===== src/rtl/uart_tx_scheduler.sv =====
// uart_tx_scheduler
//
// Shares a single UART transmitter between NUM_REQ byte requesters using a
// round-robin arbiter. A granted byte is latched into tx_data. The
// transmitter gets a one-cycle tx_load pulse. The block then waits out the
// frame (FRAME_CYCLES) and an optional inter-frame gap (GAP_CYCLES) before
// granting again. The issue period from one transfer to the next possible
// transfer is 1 (IDLE) + 1 (LOAD) + FRAME_CYCLES + GAP_CYCLES cycles.
//
// Ports
//   clk        rising-edge clock
//   rst        asynchronous, active-high reset
//   en         1 = grants allowed in IDLE; an in-flight frame always completes
//   req_valid  per-requester "holding a byte" flags
//   req_data   byte of requester i at [i*N +: N]
//   req_ready  one-hot (or zero) accept strobe, combinational, IDLE only
//   tx_data    byte presented to the transmitter
//   tx_load    one-cycle load pulse to the transmitter
//   busy       frame in progress (state != IDLE)
//   grant_id   requester owning the current or last frame
//
// state | meaning
// ------+---------------------------------------------------------------
// IDLE  | waiting for a request; grants combinationally when en=1
// LOAD  | tx_load pulse, byte handed to the transmitter
// SEND  | transmitter shifting the frame, FRAME_CYCLES cycles
// GAP   | idle line between frames, GAP_CYCLES cycles (skipped if 0)
module uart_tx_scheduler #(
    parameter int N            = 8,
    parameter int NUM_REQ      = 4,
    parameter int FRAME_CYCLES = N + 3,
    parameter int GAP_CYCLES   = 1
) (
    input  logic                       clk,
    input  logic                       rst,
    input  logic                       en,
    input  logic [NUM_REQ-1:0]         req_valid,
    input  logic [NUM_REQ*N-1:0]       req_data,
    output logic [NUM_REQ-1:0]         req_ready,
    output logic [N-1:0]               tx_data,
    output logic                       tx_load,
    output logic                       busy,
    output logic [$clog2(NUM_REQ)-1:0] grant_id
);

    localparam int IDW     = $clog2(NUM_REQ);
    localparam int CNT_MAX = (FRAME_CYCLES > GAP_CYCLES) ? FRAME_CYCLES : GAP_CYCLES;
    localparam int CW      = (CNT_MAX < 1) ? 1 : $clog2(CNT_MAX + 1);

    localparam logic [1:0] S_IDLE = 2'd0;
    localparam logic [1:0] S_LOAD = 2'd1;
    localparam logic [1:0] S_SEND = 2'd2;
    localparam logic [1:0] S_GAP  = 2'd3;

    logic [1:0]     state;
    logic [IDW-1:0] rr_ptr;
    logic [CW-1:0]  cnt;
    logic [IDW-1:0] winner;
    logic           found;
    logic           xfer;
    int             idx;

    // Scan offsets from high to low so the smallest offset from rr_ptr
    // (the first set bit going upward with wrap) is the last one written.
    always_comb begin
        winner = '0;
        found  = 1'b0;
        idx    = 0;
        for (int k = NUM_REQ - 1; k >= 0; k--) begin
            idx = int'(rr_ptr) + k;
            if (idx >= NUM_REQ) idx = idx - NUM_REQ;
            if (req_valid[idx[IDW-1:0]]) begin
                winner = idx[IDW-1:0];
                found  = 1'b1;
            end
        end
    end

    // rst is included so req_ready is low while reset is held, even before
    // any clock edge.
    assign xfer = (state == S_IDLE) && en && found && !rst;

    always_comb begin
        req_ready = '0;
        if (xfer) req_ready[winner] = 1'b1;
    end

    assign tx_load = (state == S_LOAD);
    assign busy    = (state != S_IDLE);

    always_ff @(posedge clk or posedge rst) begin
        if (rst) begin
            state    <= S_IDLE;
            rr_ptr   <= '0;
            cnt      <= '0;
            tx_data  <= '0;
            grant_id <= '0;
        end else begin
            case (state)
                S_IDLE: begin
                    if (xfer) begin
                        tx_data  <= req_data[winner*N +: N];
                        grant_id <= winner;
                        rr_ptr   <= (winner == IDW'(NUM_REQ - 1)) ? '0 : winner + 1'b1;
                        state    <= S_LOAD;
                    end
                end
                S_LOAD: begin
                    cnt   <= '0;
                    state <= S_SEND;
                end
                S_SEND: begin
                    if (cnt == CW'(FRAME_CYCLES - 1)) begin
                        cnt   <= '0;
                        state <= (GAP_CYCLES == 0) ? S_IDLE : S_GAP;
                    end else begin
                        cnt <= cnt + 1'b1;
                    end
                end
                S_GAP: begin
                    if (cnt == CW'(GAP_CYCLES - 1)) begin
                        cnt   <= '0;
                        state <= S_IDLE;
                    end else begin
                        cnt <= cnt + 1'b1;
                    end
                end
                default: begin
                    cnt   <= '0;
                    state <= S_IDLE;
                end
            endcase
        end
    end

endmodule

===== config.mk =====
export PLATFORM = sky130hd
export DESIGN_NAME = uart_tx_scheduler
export DESIGN_NICKNAME = d
export VERILOG_FILES = /design/src/rtl/uart_tx_scheduler.sv
export SDC_FILE = /design/constraint.sdc
export NUM_CORES = 1
export LEC_CHECK = 0
export CORE_ASPECT_RATIO = 0.75
export CORE_MARGIN = 2
export CORE_UTILIZATION = 38
export CTS_CLUSTER_DIAMETER = 40
export CTS_CLUSTER_SIZE = 25
export DETAILED_ROUTE_END_ITERATION = 7
export HOLD_SLACK_MARGIN = 0.02
export PLACE_DENSITY = 0.77
export SLEW_MARGIN = 10
export SYNTH_ARGS = -nofsm -noshare
export SYNTH_HDL_FRONTEND = slang
export SYNTH_SLANG_ARGS = --single-unit

===== constraint.sdc =====
create_clock -name clk -period 1.9 [get_ports clk]
set_input_delay 0.38 -clock clk [delete_from_list [all_inputs] [get_ports clk]]
set_output_delay 0.38 -clock clk [all_outputs]
set_load 0.03 [all_outputs]

# After elaboration in Yosys (flattened, before gate mapping)
# Cells that the tools add are included.
# classes
add_sub_neg	9
n_lt_le_gt_ge	10
n_eq_ne	8
shift	1
muxes	31
n_reduce_logical	11
# ops
op	n
32-bit by 6-bit variable part select with 8-bit output	1
2-bit 2-to-1 mux	12
2-bit by 3-bit < comparator with 1-bit output, second input constant	5
4-bit 2-to-1 mux	3
4-bit one-hot mux with 3 select lines	1
3-bit >= comparator, second input constant	3
1-bit 2-to-1 mux	9
1-bit binary-select mux with 2-bit select	4
2-bit one-hot mux with 4 select lines	1
2-bit by 1-bit subtractor with 2-bit output, second input constant	4
2-bit by 2-bit adder with 3-bit output, second input constant	2
2-bit equality test, second input constant	3
2-bit != test, second input constant	3
4-bit by 1-bit adder with 4-bit output, second input constant	1
4-bit equality test, second input constant	1
1-bit logical AND	4
4-bit zero test	1
2-bit by 1-bit adder with 3-bit output, second input constant	1
2-bit by 3-bit >= comparator with 1-bit output, second input constant	1
3-bit AND reduction	1
3-bit nonzero test	1
2-bit by 1-bit adder with 2-bit output, second input constant	1
1-bit demux with 2-bit select	1
2-bit by 1-bit equality test with 1-bit output, second input constant	1
other kinds (5)	5
# totals
reg_bits	18
input_bits	39
output_inout_bits	16
word_cells	75

# Logic depth before layout (Yosys ltp)
# Gate-level depths: netlist (run 1).
# depth
word_depth	14
depth_mapped	8
ltp_nobuf	7

# Worst setup path after synthesis (run 1)
# No wires, ideal clock.
# synth_timing
kind	register to output
from	register rr_ptr[1]
to	output req_ready[3]
arrival_ns	1.637
t_required_ns	1.520
path_slack_ns	-0.117
stages_incl_launch_ff	8
path_buffers	1
cell_sequence	dfrtp_1 -> o21bai_1 -> a221oi_1 -> nor2_2 -> buf_6 -> inv_1 -> ha_1 -> and2_1
# synth_between
elab_chain_cells	14
# synth_lines
item	line	rtl
start, declared	56	logic [IDW-1:0] rr_ptr;
start signal, assigned	104	rr_ptr <= (winner == IDW'(NUM_REQ - 1)) ? '0 : winner + 1'b1;
2-bit by 2-bit adder with 3-bit output	70	idx = int'(rr_ptr) + k;
3-bit >= comparator or 2-bit by 1-bit subtractor with 2-bit output (tied branches)	71	if (idx >= NUM_REQ) idx = idx - NUM_REQ;
2-bit 2-to-1 mux	71	
1-bit binary-select mux with 2-bit select	72	if (req_valid[idx[IDW-1:0]]) begin
1-bit 2-to-1 mux (not written as such)	72	
2-bit 2-to-1 mux (3 in series)	72	
2-bit 2-to-1 mux *	72	
via winner[0]	58	logic [IDW-1:0] winner;
2-bit by 3-bit < comparator with 1-bit output (not written as such) or 2-bit by 1-bit >= comparator with 1-bit output (tied branches)	85	if (xfer) req_ready[winner] = 1'b1;
1-bit logical AND (not written as such)	85	
1-bit 2-to-1 mux (not written as such)	85	
1-bit demux with 2-bit select *	85	
4-bit 2-to-1 mux *	85	
end, declared	39	output logic [NUM_REQ-1:0] req_ready,
# Mark *: on every way through the listed nets, which the timed path passes. The rest lies on a longest branch. The select of a mux whose other input is x is not followed.

# Final worst setup path (run 1)
# layout_timing
from	register rr_ptr[1]
to	output req_ready[0]
# layout_between
elab_chain_cells	14
# layout_lines
item	line
2-bit by 2-bit adder with 3-bit output	70
3-bit >= comparator or 2-bit by 1-bit subtractor with 2-bit output (tied branches)	71
2-bit 2-to-1 mux	71
1-bit binary-select mux with 2-bit select	72
1-bit 2-to-1 mux (not written as such)	72
2-bit 2-to-1 mux (4 in series)	72
2-bit by 3-bit < comparator with 1-bit output (not written as such) or 2-bit by 1-bit >= comparator with 1-bit output (tied branches)	85
1-bit logical AND (not written as such)	85
1-bit 2-to-1 mux (not written as such)	85
1-bit demux with 2-bit select	85
4-bit 2-to-1 mux *	85
# Mark *: on every way between the ends. The rest lies on a longest branch, timed or not. The select of a mux whose other input is x is not followed.

==> results.txt, run 1 <==
- Count of state elements after synthesis: 18
- Clock latency on the worst-skew pair, taken at its later pin, is 0.26 ns.
- Summed over its instances, the top area cell type makes up 34.35% of the synthesized netlist area.
* Net switching power: 0.001250 W
- CP Launch Point: rr_ptr[1]
- Global route overflow: 0
- The floorplan step defined a core boundary enclosing 0.003288 mm^2.
* Die X: 71.83 um
- Unrepaired setup endpoints after global routing: yes
- Area delta synth->final: 79.96%
* Part of the power in combinational logic: 70.0%
- The number of global-route vias before repair was 1379.
* Post-synthesis sequential area ratio: 34.35%
- Global-route wire length before repair: 6.320 mm
* Worst Hold Class: reg2reg
- Cell Area, Synth: 0.001311 mm^2
- In this run the worst path has a maximum fanout of 4.
- In the final routing, the length of wire on met1 measures 1.733 mm.
- Finished layout cell area: 0.002360 mm^2
* Outcome: finished, violations left
- Setup violations remaining at the end of the flow were counted as 12.
- Site row count: 18
* Largest stage delay on the critical path: 0.43 ns
- The floorplan step defined a die boundary enclosing 0.003941 mm^2.
* Total Nets Final: 264
- Prior to clock tree synthesis, the placed netlist has a worst setup slack of -0.9415 ns.
- Critical Path Sink Type: output port
- Post-layout total power: 0.003130 W
- In this design, the largest share of critical-path delay is due to flip-flops.
- Hold is met by 0.4875 ns.
- Number of maximum-capacitance violations: 0
- Max Clock Freq: 0.4691 GHz
* Cell type contributing the most total cell area after synthesis: sky130_fd_sc_hd__dfrtp_1
- Data on the critical path is required at its endpoint by 1.52 ns.
- Cells fill 71.77% of the core in the end.
- At the worst endpoint, the arrival time is 1.75 ns.
- Net count of the mapped netlist: 179
- Synth cell types: 32
- The largest individual stage delay along the critical path comes from the cell sky130_fd_sc_hd__dfrtp_1.
- STA classifies the critical path startpoint as a register.
* Sum of met2 wire segment lengths after detailed routing: 1.900 mm
* Crit Reg-Reg Startpoint: rr_ptr[1]
- Buffer type at the clock tree root: sky130_fd_sc_hd__clkbuf_8
- The pre-antenna-repair detailed-routing pass consisted of 4 iterations.
* Fraction of power consumed by the clock network: 10.1%
* Cell types with the largest area share after synthesis: sky130_fd_sc_hd__dfrtp_1, sky130_fd_sc_hd__ha_1, sky130_fd_sc_hd__mux2_4
* Count of input and output buffers: 54
- Clock-pin slew was measured on the worst setup and hold paths at 0.07 ns.
- The tree built by TritonCTS fans out to 18 sinks.
- Length of routed met3 wiring: 204 um
- Total Routing Usage GR: 21.30%
* Final max-slew violation count: 0
* Slew headroom: 73.44%
* Number of remaining DRC errors: 0
* TritonCTS clock tree: done
- The repair_antennas step left the layout with diodes totalling 0.
- The die is 54.87 um tall.
- The number of hold buffers added after CTS was 0.
- 1st-iter DRT viols: 43
- Internal power comes to 0.001880 W.
* Cell count after synthesis: 128
- The startpoint identified for the worst hold timing path is grant_id[0].
- The count of nets left with antenna violations once routing finished came out at 0.
- Syn. warnings: 0
* Sw Share: 39.94%
* Weighted congestion at the end of routability-driven global placement: 0.8160
- A synthesized cell averages 10.24 um^2.
* Detail Placement HPWL: 2.900 mm
- After layout, the worst setup slack is -0.2319 ns.
- Buffers inserted during clock tree synthesis total 3.
- On the final layout, the worst clock skew is 0.007562 ns.
- CTS built an H-tree with a depth of 1.
- Initial antenna violation count: 0
* Static leakage power: 1.074 nW
- In the final layout, the share of cells above drive strength 1 is 39.62%.
* Buffering stage count on the worst path with inverters included: 2
- After detailed routing, the number of vias per cell comes to 5.167.
- Entering global routing, the biggest net connects 19 pins.
- Sequential cell fraction of total power: 19.8%
- Maximum buffer depth of the clock tree: 2
- Clock period minus worst slack: 2.132 ns
- After detailed routing, the average wire length per cell comes to 15.39 um.
* I/O pin count: 55
- Sequence of cells on the critical path: o21bai_4 -> a221oi_2 -> nor2_2 -> buf_12 -> ha_4 -> and2_4 -> buf_6
* Power per cell area: 1327 mW/mm^2
* Setup Crit Path Kind: reg2out
- Worst IR drop on VDD: 0.6603 mV
- Initial Util: 39.88%
- The final reports fail on negative setup slack.
* Drt total wl: 3.878 mm
- The total count of hold-check failures in the final report came to 0.
* Placed Area: 0.002097 mm^2
- The detailed router used layers up to and including met4.
- The routed layout has 1302 vias.
- For the pin with the worst max-slew slack, the measured transition is 0.3947 ns.
* Final worst path period share: 112.2%
cells in the final DEF, fill, tap and decap left out, types with 2 or more instances in the layout:
cell type and n:
sky130_fd_sc_hd__buf_4 22, sky130_fd_sc_hd__clkdlybuf4s50_1 44, sky130_fd_sc_hd__a21o_1 2, sky130_fd_sc_hd__nor3_2 2, sky130_fd_sc_hd__a21oi_4 2, sky130_fd_sc_hd__mux2_4 8, sky130_fd_sc_hd__o21ai_0 4, sky130_fd_sc_hd__inv_1 8
sky130_fd_sc_hd__dfrtp_1 18, sky130_fd_sc_hd__and2_4 4, sky130_fd_sc_hd__mux2_2 8, sky130_fd_sc_hd__ha_1 7, sky130_fd_sc_hd__nor2_1 5, sky130_fd_sc_hd__buf_12 2, sky130_fd_sc_hd__nand3_1 2, sky130_fd_sc_hd__a221oi_2 2
sky130_fd_sc_hd__a21oi_2 2, sky130_fd_sc_hd__a22o_1 2, sky130_fd_sc_hd__nor2_2 2, sky130_fd_sc_hd__a221o_1 8, sky130_fd_sc_hd__ha_4 5, sky130_fd_sc_hd__dlygate4sd2_1 2, sky130_fd_sc_hd__clkbuf_8 4, sky130_fd_sc_hd__and2_1 8
sky130_fd_sc_hd__inv_2 3, sky130_fd_sc_hd__clkdlybuf4s15_2 2, sky130_fd_sc_hd__buf_6 8, sky130_fd_sc_hd__nand2_1 8
cell usage after synthesis (all sizes together):
library cell   n
or3            1
nand2b         1
nor4           2
nand3b         1
mux2i          1
o21bai         1
nor3           3
nor2b          1
o31ai          1
mux2          17
dfrtp         18
or3b           1
ha            12
a221oi         2
o21ai          5
or2            1
a21o           2
buf            2
a22o           2
and2          12
nand3          2
a21oi          4
nor2           8
inv           11
clkbuf         1
a221o          8
nand2          8
sequential cells by signal (all words and copies together), names as in the netlist:
| signal | count |
|---|---|
| cnt | 4 |
| grant_id | 2 |
| tx_data | 8 |
| rr_ptr | 2 |
| state | 2 |
power groups by stage:
stage / Clock, W / Sequential, W / Combinational [W]
after detailed placement: 0 / 0.000616 / 0.00184
after global routing: 0.000341 / 0.000636 / 0.00234
final: 0.000317 / 0.000621 / 0.00219
after CTS: 0.000326 / 0.000617 / 0.00210
after global placement: 0 / 0.000615 / 0.00175
after floorplan: 0 / 0.000805 / 0.000898
kinds of logic after synthesis:
| group | share of synthesized area (%) |
|---|---|
| and+or+nand+nor | 17.65 |
| AOI/OAI and AO/OA | 14.50 |
| muxes | 17.37 |
| DFF | 34.35 |
| buffers and inverters | 4.675 |
| adders and majority gates | 11.45 |
per-layer routing:
layer | global-route usage, % | vias to the layer above
li1 | - | 623
met1 | 26.43 | 624
met2 | 38.27 | 49
met3 | 4.604 | 6
met4 | 5.660 | 0
met5 | 0 | -
repair_timing:
action,CTS,global route
resized for setup,46,11
setup buffers,5,0
endpoints found under the setup margin,22,17
pin swaps,8,9
endpoints found under the hold margin,0,0
final timing paths:
kind                       slack [ns]  cells past startpoint           end
max                             -0.23                      7  req_ready[0]
min                              0.49                      2   grant_id[0]
max reg2reg                     -0.09                      7    tx_data[6]
min reg2reg                      0.49                      2   grant_id[0]
max in group asynchronous        1.18                      3    tx_data[4]
min in group asynchronous        0.52                      3        cnt[0]
tightest hold or removal path, stage by stage (launching register included):
cell and delay, ns:
sky130_fd_sc_hd__dfrtp_1 0.35, sky130_fd_sc_hd__nand2_1 0.05, sky130_fd_sc_hd__o21ai_0 0.06
cell type report:
class	count	area, um^2
Clock buffer	4	55.05
Multi-Input combinational cell	96	957.2
Fill cell	226	928.4
Sequential cell	18	450.4
Tap cell	40	50.05
Inverter	11	41.29
Timing Repair Buffer	83	805.8
stage by stage:
step	TNS (ns)	std cells
floorplan	-0.002958	128
global placement	-8.302	243
detailed placement	-9.681	243
CTS	-1.214	252
global route	-1.990	252
finish	-1.332	252
Note: power is estimated with default switching activity, not from simulation.
==> run 2, diff against run 1 <==
--- a/config.mk
+++ b/config.mk
@@ -6,7 +6,6 @@
 export NUM_CORES = 1
 export LEC_CHECK = 0
 export CORE_ASPECT_RATIO = 0.75
-export CORE_MARGIN = 2
 export CORE_UTILIZATION = 38
 export CTS_CLUSTER_DIAMETER = 40
 export CTS_CLUSTER_SIZE = 25
==> results.txt, run 2 (same netlist as run 1, synthesis figures left out) <==
- The final reports fail on negative setup slack.
- The critical-path maximum fanout was 4 (unchanged).
* Die X: 69.83 um (-2.8%)
- STA classifies the critical path endpoint as an output port.
* Outcome: finished, violations left
- The most numerous cell type found on the critical path is sky130_fd_sc_hd__buf_6.
- The part of the total power dissipated in the clock network was 9.7% (-0.4 points).
- The standard-cell row count was 18 (unchanged).
- The final setup slack of the worst path came to -0.2682 ns (-0.03628 ns).
- Max Clock Freq: 0.4612 GHz (-1.7%)
* Vias per std cell: 5.314 (+2.8%)
- Buffering stage count on the worst path with inverters included: 4 (+2)
* Total Routing Usage GR: 23.13% (+1.8 points)
- The worst-case clock skew was 0.003791 ns (-0.003770 ns).
- Post-Route Utilization: 73.25% (+1.5 points)
- Number of filler cells placed in the layout: 231 (+2.2%)
* Buffer type at the clock tree root: sky130_fd_sc_hd__clkbuf_8
- The final estimated routing congestion in global placement is 0.8548 (+4.8%).
- Setup Crit Path Kind: reg2out
* 1st-iter DRT viols: 80 (+86%)
- The areal power density over the cells was 1344 mW/mm^2 (+1.3%).
* Post-layout total power: 0.003237 W (+3.4%)
- The effective utilization at floorplan was 39.88% (unchanged).
* Required time at the worst-slack endpoint: 1.52 ns (about the same)
- The diode insertion count for antenna repair is 0 (unchanged).
- CP delay by family, top: buffers and inverters
* Initial antenna violation count: 0 (unchanged)
* Area delta synth->final: 83.68%
- The internal power contribution was 0.001923 W (+2.3%).
- The number of max-capacitance violations reported was 0 (unchanged).
- The number of nets in the final layout was 267 (+1.1%).
* Global route overflow: 0 (unchanged)
* CTS Buf Count: 3 (unchanged)
- The library cell used most frequently in the layout, excluding fill and tap cells, is sky130_fd_sc_hd__clkdlybuf4s50_1.
- The number of I/O pins came to 55 (unchanged).
* Die ar.: 0.003692 mm^2 (-6.3%)
* Most frequent cells in the layout: sky130_fd_sc_hd__clkdlybuf4s50_1, sky130_fd_sc_hd__buf_4, sky130_fd_sc_hd__dfrtp_1
* Clock period minus worst slack: 2.168 ns (+0.03628 ns)
* Net switching power: 0.001314 W (+5.1%)
* Critical path arrival: 1.79 ns (+0.04 ns)
- Detailed-routing iteration count for the pre-antenna-repair pass: 4 (unchanged)
* Area of the core: 0.003288 mm^2 (unchanged)
- The number of vias after detailed routing was 1355 (+4.1%).
- Final Hold Violating Endpoints: 0 (unchanged)
- Number of remaining DRC errors: 0 (unchanged)
* Unrepaired setup endpoints after global routing: yes
- Count of input and output buffers: 54 (unchanged)
- In this run the worst hold path is classified as reg2reg.
- The share of final-layout standard cells stronger than drive strength 1 is 42.79% (+3.2 points).
- The remaining antenna violation count is 0 (unchanged).
- The wire length of the first global-routing pass was 6.568 mm (+3.9%).
- Maximum number of pins on one net before global-route repair: 13 (-6)
- Transition time at the pin with the least slew margin: 0.4353 ns (+0.04057 ns)
- STA classifies the critical path startpoint as a register.
- H-tree level count: 1 (unchanged)
- Detail Placement HPWL: 2.822 mm (-2.7%)
- The leakage power came to 1.085 nW (+0.95%).
- The number of global-route vias before repair is 1457 (+5.7%).
* Largest registers: tx_data (8), cnt (4)
- Slew headroom: 70.95% (-2.5 points)
- Worst IR drop on VDD: 0.7166 mV (+8.5%)
- Sw Share: 40.60% (+0.66 points)
- tx_data holds more flip-flops than any other register.
* Overall die height: 52.87 um (-3.6%)
- Final worst path period share: 114.1% (+1.9 points)
- Flip-flop count of the largest register, all copies and words added: 8 (unchanged)
- The TritonCTS sink count came to 18 (unchanged).
- The largest incremental delay on the critical path is 0.42 ns (about the same).
- Insertion delay to the later sink of the worst-skew pair: 0.26 ns (about the same)
* WL/cell: 16.50 um (+7.2%)
* Post-CTS clock slew at the launch and capture registers of the worst setup and hold paths: 0.07 ns (about the same)
* TritonCTS clock tree: done
- Part of the power in combinational logic: 71.2% (+1.2 points)
- On the critical path, the stage with the largest delay is an instance of sky130_fd_sc_hd__dfrtp_1.
- Setup Viol. Count Final: 12 (unchanged)
- The number of slew-limit violations in the final report is 0 (unchanged).
* Maximum buffer depth of the clock tree: 2 (unchanged)
- The signal on the critical path passes through buf_6 -> a21oi_2 -> nor3_2 -> inv_1 -> buf_4 -> ha_4 -> and2_4 -> buf_6.
- The sequential group share of total power was 19.1% (-0.7 points).
- Drt total wl: 4.208 mm (+8.5%)
-- run 2: final timing paths --
check / from / to / slack (ns) / cells after the start
setup / recovery: rr_ptr[1] / req_ready[0] / -0.27 / 8
min in group asynchronous: rst / cnt[3] / 0.63 / 3
setup reg to reg: rr_ptr[0] / tx_data[6] / -0.16 / 7
max in group asynchronous: rst / tx_data[6] / 0.79 / 4
hold reg to reg: grant_id[0] / grant_id[0] / 0.50 / 2
hold / removal: grant_id[0] / grant_id[0] / 0.50 / 2
-- run 2: through the flow --
step,instance area [um^2],cells,hold slack (ns),worst slack [ns],setup TNS (ns)
floorplan,1341,128,0.3186,-0.002958,-0.002958
global placement,2105,244,0.4625,-0.8599,-8.425
detailed placement,2105,244,0.4711,-0.9239,-9.672
CTS,2352,254,0.4914,-0.1892,-1.290
global route,2409,255,0.5397,-0.3184,-2.827
finish,2409,255,0.4960,-0.2682,-1.995
-- run 2: layout make-up --
| type | count | area (um^2) | share of cell area (%) |
|---|---|---|---|
| tap | 40 | 50.05 | 2.078 |
| sequential | 18 | 450.4 | 18.70 |
| multi-input combinational | 96 | 993.5 | 41.25 |
| timing repair buffer | 86 | 818.3 | 33.97 |
| clock buffer | 4 | 55.05 | 2.286 |
| inverter | 11 | 41.29 | 1.714 |
-- run 2: what timing repair did --
action | CTS | global route
resized for setup | 51 | 11
setup endpoints to repair | 21 | 17
hold buffers | 0 | 0
pin swaps | 7 | 3
setup buffers | 7 | 1
-- run 2: tightest hold or removal path, delay by kind of cell (launching register included) --
kind	cells	cell delay, ns
compound gates	1	0.06
flops	1	0.35
simple gates	1	0.05
-- run 2: layer usage --
metal	global-route usage [%]	wire length, um	up-vias	share of wire, %
met1	25.44	1723	646	41
met3	6.667	251	8	6.0
met2	42.63	2157	70	51
met5	0	0	-	0
met4	9.667	77	0	1.8
li1	-	-	631	-
-- run 2: power groups by stage --
stage          Clock (W)  Sequential, W  Combinational [W]
6_report        0.000315       0.000617            0.00231
5_1_grt         0.000338       0.000641            0.00244
4_1_cts         0.000317       0.000617            0.00211
3_5_place_dp           0       0.000615            0.00184
3_3_place_gp           0       0.000616            0.00176
2_1_floorplan          0       0.000805           0.000898
